`src/rtl/calculator_top.sv`:
```
// calculator_top -- 4-bit calculator for a two-switch-bank, four-button,
// 4-digit multiplexed seven-segment board.
//
// Ports:
//   clk             system clock
//   rst             synchronous active-high reset
//   a, b [3:0]      unsigned operands from the switch banks
//   enter           raw button: compute and show the result
//   back            raw button: return to operation select
//   up, down        raw buttons: next / previous operation
//   an  [3:0]       digit anodes, active-low, an[0] = rightmost digit
//   seg [7:0]       segments, active-low, seg[0]=a .. seg[6]=g, seg[7]=dp (off)
//
// Parameters:
//   DEBOUNCE_CYCLES consecutive disagreeing cycles before a button level is accepted
//   REFRESH_CYCLES  cycles each digit stays lit before the scan advances
module calculator_top #(
  parameter int DEBOUNCE_CYCLES = 50000,
  parameter int REFRESH_CYCLES  = 4096
) (
  input  logic       clk,
  input  logic       rst,
  input  logic [3:0] a,
  input  logic [3:0] b,
  input  logic       enter,
  input  logic       back,
  input  logic       up,
  input  logic       down,
  output logic [3:0] an,
  output logic [7:0] seg
);

  localparam int DW = (DEBOUNCE_CYCLES > 1) ? $clog2(DEBOUNCE_CYCLES) : 1;
  localparam int RW = (REFRESH_CYCLES > 1) ? $clog2(REFRESH_CYCLES) : 1;
  localparam logic [DW-1:0] DB_LAST = DW'(DEBOUNCE_CYCLES - 1);
  localparam logic [RW-1:0] RF_LAST = RW'(REFRESH_CYCLES - 1);

  localparam logic [6:0] G_BLANK = 7'h7F;
  localparam logic [6:0] G_DASH  = 7'h3F;
  localparam logic [6:0] G_E     = 7'h06;
  localparam logic [6:0] G_R     = 7'h2F;

  typedef enum logic {SELECT, RESULT} state_t;

  // Active-low g..a glyphs; b, c, d are the lowercase forms.
  function automatic logic [6:0] hex7(input logic [3:0] v);
    case (v)
      4'h0: hex7 = 7'h40;
      4'h1: hex7 = 7'h79;
      4'h2: hex7 = 7'h24;
      4'h3: hex7 = 7'h30;
      4'h4: hex7 = 7'h19;
      4'h5: hex7 = 7'h12;
      4'h6: hex7 = 7'h02;
      4'h7: hex7 = 7'h78;
      4'h8: hex7 = 7'h00;
      4'h9: hex7 = 7'h10;
      4'hA: hex7 = 7'h08;
      4'hB: hex7 = 7'h03;
      4'hC: hex7 = 7'h27;
      4'hD: hex7 = 7'h21;
      4'hE: hex7 = 7'h06;
      default: hex7 = 7'h0E;
    endcase
  endfunction

  function automatic logic [7:0] abs_diff(input logic signed [4:0] d);
    logic signed [4:0] m;
    m = (d < 0) ? -d : d;
    return {3'b000, m};
  endfunction

  // ---- stage p0: button debounce and edge detect ----
  // Bit order: 0 up, 1 down, 2 enter, 3 back.
  logic [3:0]    raw_p0;
  logic [3:0]    level_p0;
  logic [3:0]    armed_p0;
  logic [3:0]    pulse_p0;
  logic [DW-1:0] db_cnt_p0 [4];

  assign raw_p0 = {back, enter, down, up};

  // armed is cleared by reset and only set once the button is seen released,
  // so a button held through reset cannot fire until pressed again.
  always_ff @(posedge clk) begin
    if (rst) begin
      level_p0 <= '0;
      armed_p0 <= '0;
      pulse_p0 <= '0;
      for (int i = 0; i < 4; i++) db_cnt_p0[i] <= '0;
    end else begin
      for (int i = 0; i < 4; i++) begin
        pulse_p0[i] <= 1'b0;
        if (raw_p0[i] != level_p0[i]) begin
          if (db_cnt_p0[i] == DB_LAST) begin
            level_p0[i]  <= raw_p0[i];
            db_cnt_p0[i] <= '0;
            pulse_p0[i]  <= raw_p0[i] & armed_p0[i];
          end else begin
            db_cnt_p0[i] <= db_cnt_p0[i] + 1'b1;
          end
        end else begin
          db_cnt_p0[i] <= '0;
          if (!level_p0[i]) armed_p0[i] <= 1'b1;
        end
      end
    end
  end

  // Priority back > enter > up > down; losers in the same cycle are dropped.
  logic back_p1, enter_p1, up_p1, down_p1;
  assign back_p1  = pulse_p0[3];
  assign enter_p1 = pulse_p0[2] & ~pulse_p0[3];
  assign up_p1    = pulse_p0[0] & ~(|pulse_p0[3:2]);
  assign down_p1  = pulse_p0[1] & ~(|pulse_p0[3:2]) & ~pulse_p0[0];

  // ---- stage p1: ALU, control FSM and result register ----
  state_t      state_q, state_d;
  logic [2:0]  op_q, op_d;
  logic        load_p1;
  logic [7:0]  alu_p1;
  logic        alu_neg_p1, alu_err_p1;
  logic signed [4:0] diff_p1;
  logic [7:0]  result_p2;
  logic        neg_p2, err_p2;

  assign diff_p1 = $signed({1'b0, a}) - $signed({1'b0, b});

  always_comb begin
    alu_p1     = '0;
    alu_neg_p1 = 1'b0;
    alu_err_p1 = 1'b0;
    case (op_q)
      3'd0: alu_p1 = {4'b0, a} + {4'b0, b};
      3'd1: begin
        alu_p1     = abs_diff(diff_p1);
        alu_neg_p1 = diff_p1 < 0;
      end
      3'd2: alu_p1 = {4'b0, a} * {4'b0, b};
      3'd3: if (b == 4'd0) alu_err_p1 = 1'b1; else alu_p1 = {4'b0, a / b};
      3'd4: if (b == 4'd0) alu_err_p1 = 1'b1; else alu_p1 = {4'b0, a % b};
      3'd5: alu_p1 = {4'b0, a & b};
      3'd6: alu_p1 = {4'b0, a | b};
      default: alu_p1 = {4'b0, a ^ b};
    endcase
  end

  always_comb begin
    state_d = state_q;
    op_d    = op_q;
    load_p1 = 1'b0;
    case (state_q)
      SELECT: begin
        if (enter_p1) begin
          load_p1 = 1'b1;
          state_d = RESULT;
        end else if (up_p1) begin
          op_d = op_q + 3'd1;
        end else if (down_p1) begin
          op_d = op_q - 3'd1;
        end
      end
      default: begin
        if (back_p1) state_d = SELECT;
      end
    endcase
  end

  always_ff @(posedge clk) begin
    if (rst) begin
      state_q   <= SELECT;
      op_q      <= '0;
      result_p2 <= '0;
      neg_p2    <= 1'b0;
      err_p2    <= 1'b0;
    end else begin
      state_q <= state_d;
      op_q    <= op_d;
      if (load_p1) begin
        result_p2 <= alu_p1;
        neg_p2    <= alu_neg_p1;
        err_p2    <= alu_err_p1;
      end
    end
  end

  // ---- stage p2: digit scan and segment drive ----
  logic [RW-1:0] rf_cnt_p2;
  logic [1:0]    digit_p2;
  logic          scan_on_p2;
  logic [6:0]    glyph_p2 [4];

  // scan_on keeps all anodes dark until the first clock edge out of reset.
  always_ff @(posedge clk) begin
    if (rst) begin
      rf_cnt_p2  <= '0;
      digit_p2   <= '0;
      scan_on_p2 <= 1'b0;
    end else begin
      scan_on_p2 <= 1'b1;
      if (rf_cnt_p2 == RF_LAST) begin
        rf_cnt_p2 <= '0;
        digit_p2  <= digit_p2 + 2'd1;
      end else begin
        rf_cnt_p2 <= rf_cnt_p2 + 1'b1;
      end
    end
  end

  always_comb begin
    for (int i = 0; i < 4; i++) glyph_p2[i] = G_BLANK;
    if (state_q == SELECT) begin
      glyph_p2[3] = hex7(a);
      glyph_p2[2] = hex7(b);
      glyph_p2[0] = hex7({1'b0, op_q});
    end else if (err_p2) begin
      glyph_p2[2] = G_E;
      glyph_p2[1] = G_R;
      glyph_p2[0] = G_R;
    end else begin
      glyph_p2[3] = neg_p2 ? G_DASH : G_BLANK;
      glyph_p2[2] = hex7({1'b0, op_q});
      glyph_p2[1] = hex7(result_p2[7:4]);
      glyph_p2[0] = hex7(result_p2[3:0]);
    end
  end

  assign an  = scan_on_p2 ? ~(4'b0001 << digit_p2) : 4'hF;
  assign seg = scan_on_p2 ? {1'b1, glyph_p2[digit_p2]} : 8'hFF;

endmodule

```
`config.mk`:
```
export PLATFORM = sky130hd
export DESIGN_NAME = calculator_top
export DESIGN_NICKNAME = d
export VERILOG_FILES = /design/src/rtl/calculator_top.sv
export SDC_FILE = /design/constraint.sdc
export NUM_CORES = 1
export LEC_CHECK = 0
export ABC_AREA = 0
export BUFFER_PORTS_ARGS = -buffer_cell sky130_fd_sc_hd__buf_2
export CORE_UTILIZATION = 45
export DETAILED_ROUTE_END_ITERATION = 10
export PLACE_DENSITY = 0.62
export RECOVER_POWER = 100
export SYNTH_ARGS = -nofsm -noshare
export SYNTH_HDL_FRONTEND = slang
export SYNTH_SLANG_ARGS = --single-unit
```
`constraint.sdc`:
```
create_clock -name clk -period 22 [get_ports clk]
set_input_delay 6.6 -clock clk [delete_from_list [all_inputs] [get_ports clk]]
set_output_delay 6.6 -clock clk [all_outputs]
set_load 0.03 [all_outputs]
```
==> out/qor_table.md <==
| Item | Value |
| --- | --- |
| Status | finished, violations left |
| Failing checks | max-capacitance violations, max-slew violations |
| Portion of the post-synthesis area used by sequential elements | 36.9% |
| CTS tree | done |
| Total congestion overflow | 0 |
| Hold_ws | 0.437 ns |
| Floorplan core area | 0.0187 sq mm |
| Worst-path maximum fanout | 13 |
| Antenna viol nets, final | 0 |
| Yosys reg bits | 126 |
| H-tree level count | 4 |
| Endpoint required time on the critical path | 15.40 ns |
| Final setup violation count | 0 |
| Power per Cell Area | 62.7 mW/mm^2 |
| Top-level port count | 26 |
| Share of synthesized flip-flops with an asynchronous set or reset | 0% |
| Transition time of the tightest slew-check pin | 1.86 ns |
| Fraction of post-synthesis cell area in the top cell type by area | 22.4% |
| Data arrival time of the critical path | 9.18 ns |
| DR vias | 6577 |
| Starting utilization of the core area | 45.9% |
| Number of CTS-inserted buffers | 17 |
| Combined global-route utilization of all metal layers | 19.4% |
| Setup TNS | 0 ns |
| Count of pins over their slew limit | 38 |
| Final worst-path cycle share | 71.7% |
| Die height | 140 microns |
| Cell with the most instances after synthesis | nor2_1 |
| Clock sink count | 126 |
| Antenna violations before repair | 0 |
| Most frequent cells after synthesis | nor2_1, ha_1, nand2_1 |
| Maximum clock rate | 63.4 MHz |
| Yosys synthesis warning count | 0 |
| Hold-fix buffer count after cts | 0 |
| Routed length per placed instance | 14.1 microns |
| Max-capacitance violation count | 1 |
| Start-to-end type of the worst setup path | in2out |
| Iteration-0 DRC count of the detailed router | 372 |
| Number of rows created at floorplan | 50 |
| Maximum number of pins on one net before global-route repair | 38 |
| Area of the die | 0.0196 sq mm |
| Worst hold path class | reg2reg |
| Number of I/O port buffers | 24 |
| Resized cells post-CTS | 0 |
| Count of mapped cells out of synthesis | 945 |
| Number of synthesized flops with an enable pin | 64 |
| Clock latency at the later pin of the worst-skew pair | 0.41 ns |
| Number of global-route vias before repair | 6274 |
| Number of detailed-routing iterations run before antenna repair | 5 |
| Setup repair after global routing missed its margin | no |
| Wire length after detailed routing | 17900 microns |
| Syn Area/Cell | 9.08 sq um |
| Clock root buffer | clkbuf_16 |
| Post CTS Setup Buffer Count | 0 |
| Crit. End Element | output port |
| Number of antenna repair diodes | 0 |
| Number of hold violations in the final report | 0 |
| Final Critical Period | 15.78 ns |
| Share of cells above drive strength 1 | 6.06% |
| Total half-perimeter wirelength after legalization and detailed placement | 13400 microns |
| Area of the mapped netlist | 0.00858 sq mm |
| Worst vdd ir | 0.0000507 V |
| Netlist cell types | 78 |
| Clock Skews | 0.00945 ns |
| Layout-stage area growth over the synthesis result | 12.5% |
| Fill count | 1767 |
| Worst rel slew slack | -23.7% |
| Leak | 3.89 nW |
| First-pass GRT wire length | 30400 microns |
| Primary flip-flop cell chosen by synthesis mapping | edfxtp_1 |
| Dominant cell type by area after synthesis | edfxtp_1 |
| Total number of nets in the final design | 1133 |
| Worst-path clk slew | 0.06 ns |
| Number of remaining DRC errors | 0 |
| Cell types occupying the most area after synthesis | edfxtp_1, dfxtp_1, ha_1 |
| Die width | 140 microns |
| Crit path launch type | primary input |
| Placer's final routability congestion estimate | 0.879 |
| Largest buffer count on any clock path | 2 |
| Via density per instance | 5.16 |
area by class of cell:
cell class	instances	area, sq um	area share (%)
tap	234	293	3.04
multi-input combinational	780	5230	54.2
clock inverter	10	113	1.17
sequential	126	3160	32.8
inverter	77	289	3.00
timing repair buffer	25	108	1.12
clock buffer	22	454	4.71
metrics by stage:
stage	cells	instance area, sq um	utilization [%]	power [mW]	worst slack, ns
2_1_floorplan	1009	8820	-	0.323	6.76
3_3_place_gp	1242	9110	48.7	0.341	6.76
3_5_place_dp	1242	9110	48.7	0.341	6.70
4_1_cts	1274	9680	51.8	0.612	6.68
5_1_grt	1274	9650	51.6	0.632	6.01
6_report	1274	9650	51.6	0.605	6.22
report_power, final:
part | switching (mW) | internal (mW)
Sequential | 0.00725 | 0.255
Combinational | 0.0444 | 0.0296
Clock | 0.0990 | 0.170
Total | 0.151 | 0.454
cell families after synthesis:
family / share of synthesized area (%)
XOR/XNOR: 8.11
AND/OR/NAND/NOR: 19.8
buffers and inverters: 4.80
multiplexers: 3.81
flip-flops: 36.9
other: 0.0437
AO/OA/AOI/OAI: 12.5
adder cells (fa/ha/maj): 14.0
critical path, cell delays in order:
cell,delay (ns)
clkbuf_1,0.55
inv_1,0.42
ha_1,0.40
inv_1,0.05
mux4_2,0.47
a221oi_1,0.26
o311ai_0,0.18
clkbuf_1,0.25
routing by layer:
metal,track usage (%),part of all wire [%],vias up
met1,26.1,50,3052
met5,0,0,-
met3,4.14,3.3,12
met4,4.92,0.84,0
li1,-,-,3410
met2,31.7,46,103
path summary, 6_finish.rpt:
path | from | to | slack [ns] | depth (start not counted)
hold / removal | armed_p0[1] | pulse_p0[1] | 0.44 | 2
hold reg to reg | armed_p0[1] | pulse_p0[1] | 0.44 | 2
setup / recovery | b[1] | seg[3] | 6.22 | 8
setup reg to reg | op_q[2] | register | 18.53 | 10
cell usage in the layout (no fill, tap or decap), types with 17 or more instances in the layout:
| cell type | count |
|---|---|
| clkbuf_16 | 17 |
| o21ai_0 | 31 |
| dfxtp_1 | 62 |
| a21oi_1 | 31 |
| ha_1 | 85 |
| inv_1 | 70 |
| xor2_1 | 36 |
| nand2_1 | 74 |
| mux2i_1 | 18 |
| conb_1 | 65 |
| nor2_1 | 158 |
| clkbuf_1 | 18 |
| xnor2_1 | 39 |
| nand3_1 | 43 |
| edfxtp_1 | 64 |
Power figures use the tool's default switching activity.
